[config.mk]
export PLATFORM = sky130hd
export DESIGN_NAME = pipe_stage_chain
export DESIGN_NICKNAME = d
export VERILOG_FILES = /design/src/rtl/pipe_stage_chain.sv
export SDC_FILE = /design/constraint.sdc
export NUM_CORES = 1
export LEC_CHECK = 0
export CAP_MARGIN = 10
export CORE_ASPECT_RATIO = 1.25
export CORE_MARGIN = 2
export CORE_UTILIZATION = 50
export DETAILED_ROUTE_END_ITERATION = 10
export DONT_BUFFER_PORTS = 1
export SYNTH_ARGS = -nofsm -noshare
export SYNTH_HDL_FRONTEND = slang
export SYNTH_SLANG_ARGS = --single-unit
[constraint.sdc]
create_clock -name clk -period 5.5 [get_ports clk]
set_input_delay 1.1 -clock clk [delete_from_list [all_inputs] [get_ports clk]]
set_output_delay 1.1 -clock clk [all_outputs]
set_load 0.03 [all_outputs]
[src/rtl/pipe_stage_chain.sv]
// In-order chain of DEPTH valid/ready pipeline registers with per-stage hold and flush.
// Optional performance counters are enabled by defining PIPE_STAGE_CHAIN_PERF_EN.
module pipe_stage_chain #(
  parameter int               WIDTH       = 32,
  parameter int               DEPTH       = 4,
  parameter logic [WIDTH-1:0] BUBBLE_DATA = 32'h00000013,
  parameter int               CNT_W       = $clog2(DEPTH+1)
) (
  input  logic                   clk,
  input  logic                   rst,
  input  logic                   in_valid,
  input  logic [WIDTH-1:0]       in_data,
  output logic                   in_ready,
  output logic                   out_valid,
  output logic [WIDTH-1:0]       out_data,
  input  logic                   out_ready,
  input  logic [DEPTH-1:0]       hold_vec,
  input  logic [DEPTH-1:0]       flush_vec,
  output logic [DEPTH-1:0]       stage_valid,
  output logic [DEPTH*WIDTH-1:0] stage_data,
  output logic [CNT_W-1:0]       occupancy
`ifdef PIPE_STAGE_CHAIN_PERF_EN
  ,
  input  logic                   perf_clr,
  output logic [31:0]            perf_stall_cnt,
  output logic [31:0]            perf_bubble_cnt,
  output logic [31:0]            perf_flush_cnt
`endif
);

  function automatic logic [CNT_W-1:0] popcount(input logic [DEPTH-1:0] v);
    logic [CNT_W-1:0] cnt;
    cnt = '0;
    for (int i = 0; i < DEPTH; i++) cnt = cnt + CNT_W'(v[i]);
    return cnt;
  endfunction

  logic [DEPTH-1:0] vld_p;
  logic [WIDTH-1:0] data_p [DEPTH];
  logic [DEPTH-1:0] send;
  logic [DEPTH-1:0] acc;
  logic [DEPTH-1:0] up_send;
  logic [WIDTH-1:0] up_data [DEPTH];
  logic [DEPTH-1:0] vld_n;
  logic [WIDTH-1:0] data_n [DEPTH];

  assign send = vld_p & ~hold_vec;

  // Upstream view of each stage: stage 0 is fed by the chain input.
  assign up_send[0] = in_valid;
  assign up_data[0] = in_data;
  for (genvar g = 1; g < DEPTH; g++) begin : g_up
    assign up_send[g] = send[g-1];
    assign up_data[g] = data_p[g-1];
  end

  // Accept ripples from the output end back to the input; in_valid never enters it.
  always_comb begin
    logic nxt;
    acc = '0;
    nxt = out_ready;
    for (int i = DEPTH-1; i >= 0; i--) begin
      acc[i] = ~vld_p[i] | (send[i] & nxt) | flush_vec[i];
      nxt    = acc[i];
    end
  end

  always_comb begin
    vld_n  = vld_p;
    data_n = data_p;
    for (int i = 0; i < DEPTH; i++) begin
      if (flush_vec[i]) begin
        vld_n[i]  = 1'b0;
        data_n[i] = BUBBLE_DATA;
      end else if (acc[i] && up_send[i]) begin
        vld_n[i]  = 1'b1;
        data_n[i] = up_data[i];
      end else if (acc[i]) begin
        vld_n[i]  = 1'b0;
        data_n[i] = BUBBLE_DATA;
      end
    end
  end

  // Stage register boundary.
  always_ff @(posedge clk or posedge rst) begin
    if (rst) begin
      vld_p     <= '0;
      occupancy <= '0;
      for (int i = 0; i < DEPTH; i++) data_p[i] <= BUBBLE_DATA;
    end else begin
      vld_p     <= vld_n;
      occupancy <= popcount(vld_n);
      for (int i = 0; i < DEPTH; i++) data_p[i] <= data_n[i];
    end
  end

  assign in_ready    = acc[0];
  assign out_valid   = send[DEPTH-1];
  assign out_data    = data_p[DEPTH-1];
  assign stage_valid = vld_p;
  for (genvar g = 0; g < DEPTH; g++) begin : g_flat
    assign stage_data[g*WIDTH +: WIDTH] = data_p[g];
  end

`ifdef PIPE_STAGE_CHAIN_PERF_EN
  function automatic logic [31:0] sat_add(input logic [31:0] a, input logic [31:0] b);
    logic [32:0] s;
    s = {1'b0, a} + {1'b0, b};
    return s[32] ? 32'hFFFF_FFFF : s[31:0];
  endfunction

  always_ff @(posedge clk or posedge rst) begin
    if (rst) begin
      perf_stall_cnt  <= '0;
      perf_bubble_cnt <= '0;
      perf_flush_cnt  <= '0;
    end else if (perf_clr) begin
      perf_stall_cnt  <= '0;
      perf_bubble_cnt <= '0;
      perf_flush_cnt  <= '0;
    end else begin
      perf_stall_cnt  <= sat_add(perf_stall_cnt, {31'd0, in_valid & ~in_ready});
      perf_bubble_cnt <= sat_add(perf_bubble_cnt, {31'd0, ~out_valid});
      perf_flush_cnt  <= sat_add(perf_flush_cnt, 32'(popcount(vld_p & flush_vec)));
    end
  end
`endif

endmodule

==> flow_summary_export.csv <==
group,metric,value,unit
hold_path,hp-start,"stage_data[68]",
run,cap_violations,0,
global_routing,grt_pass1_wl,22410,um
timing,worst_pin_slew,1113,ps
route,via_per_inst,5.941,
yosys,ys_ff_latch,135,
power,powerDensity,345.3,nW/um2
final_layout,antennaDiodeCount,0,
yosys,synth_area,6182,um2
critical_path,r2r_cells,8,
route,wl_per_cell,20.85,um
critical_path,endpoint_kind,"primary output",
clock_tree,cts_setup_buffers,0,
route,drt-total-wl,14530,um
hold_path,holdPathStages,1,
global_routing,grt_pass1_vias,4038,
clock_tree,cts.sinks,135,
critical_path,r2r_start,"stage_valid[2]",
critical_path,cp.arrival,3230,ps
placement,port_buffers,0,
placement,post_dp_cell_area,6000,um2
yosys,yosys.area.top_type_share,0.4979,
timing,fmax,230.8,MHz
route,firstDrtPassIters,7,
critical_path,worst_ep_required_time,4400,ps
placement,gp_congestion,0.8356,
timing,finalSetupTns,0,ps
route,antenna_left,0,
yosys,synthTopCellsByArea,"dfrtp_1 50%, mux2i_1 5.2%, dfstp_2 5.1%, a221o_1 4.7%, a22o_1 4.1%",
final_layout,syn2layout_area_growth,6.436,%
critical_path,crit_type,"in -> out",
timing,period_minus_slack,4334,ps
hold_path,min_to,"out_data[4]",
clock_tree,cts.reportedPaths.clkPinSlew,50,ps
yosys,syn_area_per_cell,10.83,um2
die,die_y,128.3,um
yosys,synth-edff-count,0,
clock_tree,post_cts_resized,0,
clock_tree,worst_skew_pair.late_latency,410,ps
yosys,ys.flop_type,"dfrtp_1",
yosys,synth_top_area_cell,"dfrtp_1",
placement,dp.final_hpwl,10010,um
critical_path,rr_endpoint,"occupancy[1]",
global_routing,grt_max_degree,74,
route,drt_iter0_drc,200,
timing,setup_viol,0,
yosys,syn_inst,571,
timing,final-max-slew-violation-count,0,
placement,placedCellCount,665,
critical_path,r2r_setup_slack,1900,ps
final_layout,utilization,0.5436,
final_layout,stdcell_area,6580,um2
route,vias,4141,
yosys,synth_most_common_cell,"dfrtp_1",
yosys,synth_cell_types,34,
yosys,seq_area_frac_synth,0.5489,
global_routing,antenna_found_initial,0,
die,row_count,45,
timing,finalHoldViolCount,0,
timing,relSlewSlack,0.2547,
route,drcViolationCount,0,
run_status,status,"finished clean",
yosys,yosysWarnings,0,
yosys,synth_fp_nets,618,
global_routing,grt-ovfl-total,0,
die,die_w,103.5,um
timing,post-route-period-util,0.7879,
clock_tree,cts_root_buf,"clkbuf_16",
critical_path,cp_max_fo,36,
die,core_area,12110,um2
timing,clock_skew,9.901,ps
die,start_util,0.5107,
power,leakage,3.027,nW
clock_tree,cts_tree,"built",
final_layout,drive_gt1_frac,0.1163,
power,peakVddDrop,166.4,uV
final_layout,finalNetCount,567,
clock_tree,htree_levels,4,
die,design.die.area,13280,um2
hold_path,hold_class,"reg -> reg",
clock_tree,cts_buffer_depth,2,
timing,rsz0062_at_grt,"no",
critical_path,setup.worst_path.start_class,"input port",
global_routing,track_usage,0.2179,
yosys,synthArstFlopShare,1.000,
die,io-pin-count,213,
clock_tree,hold_buffers,0,
yosys,ys_top_cells_by_count,"123 x dfrtp_1, 65 x nand2_1, 39 x nor2_1",
final_layout,layout.cells.non_filler,697,
clock_tree,cts_buffers,17,
-- critical path, stage by stage --
cell      delay (ps)
nor3b_1          190
a311o_1          220
buf_4            330
and2_1           890
o211ai_1         490
-- worst max-delay path by stage --
stage | from | cells after the start | slack, ps | endpoint
after global routing | flush_vec[2] | 5 | 960 | in_ready
after global placement | flush_vec[2] | 5 | 1200 | in_ready
after CTS | flush_vec[2] | 5 | 1170 | in_ready
after floorplan | rst | 1 | 810 | occupancy[0]
after detailed placement | flush_vec[2] | 5 | 1170 | in_ready
final | flush_vec[2] | 5 | 1170 | in_ready
-- power breakdown --
| group | leakage, nW | internal (W) | switching, W |
|---|---|---|---|
| registers | 1.82 | 0.00101 | 0.0000664 |
| logic | 0.926 | 0.0000341 | 0.0000573 |
| clock network | 0.279 | 0.000700 | 0.000400 |
-- sequential cells by signal (all words and copies together), names as in the netlist --
| signal | flops |
|---|---|
| stage_data | 96 |
| out_data | 32 |
| stage_valid | 4 |
| occupancy | 3 |
-- cells by family (layout without fill, tap and decap cells) --
kind of cell / Yosys count / after routing / share of synthesized area
simple gates: 180 / 180 / 0.1352
flops: 135 / 135 / 0.5489
compound gates: 131 / 131 / 0.1694
buf+inv: 87 / 49 / 0.08197
mux: 35 / 35 / 0.05728
fa+ha+maj: 3 / 3 / 0.007285
-- layout by cell type, fill, tap and decap left out, types with 3 or more instances in the layout --
cell / instances
a221o_1: 29
clkinvlp_4: 3
clkinv_2: 4
or2_2: 4
mux2i_1: 32
a22oi_1: 29
mux2_2: 3
clkbuf_8: 3
a22o_1: 29
nand2b_1: 32
dfstp_2: 12
nand2_1: 65
o21ai_0: 30
o22ai_1: 3
nor2_1: 38
clkbuf_16: 17
o22a_1: 3
a222oi_1: 3
clkbuf_1: 3
buf_4: 7
nand3_1: 29
inv_1: 9
dfrtp_1: 123
and2_1: 4
-- layer usage --
metal,track usage,vias to the layer above,routed length [um]
met3,0.07088,24,1131
met5,0,-,0
met4,0.07972,0,313
met2,0.3116,180,6484
li1,-,1897,-
met1,0.3099,2040,6601
-- metrics by stage --
stage / hold slack (ps) / worst slack [ps] / total power (W)
6_report: 609.8 / 1166 / 0.002272
5_1_grt: 620.2 / 955.3 / 0.002347
4_1_cts: 612.3 / 1166 / 0.002293
3_5_place_dp: 605.2 / 1173 / 0.001191
3_3_place_gp: 594.5 / 1202 / 0.001187
2_1_floorplan: 573.9 / 808.8 / 0.001171
-- cell type report --
type | count | area [um2]
clock buffer | 23 | 478.0
multi-input combinational | 349 | 2306
timing repair buffer | 7 | 52.55
sequential | 135 | 3393
inverter | 10 | 42.54
tap | 164 | 205.2
fill | 1083 | 5525
clock inverter | 9 | 102.6
(Power assumes the default switching activity.)
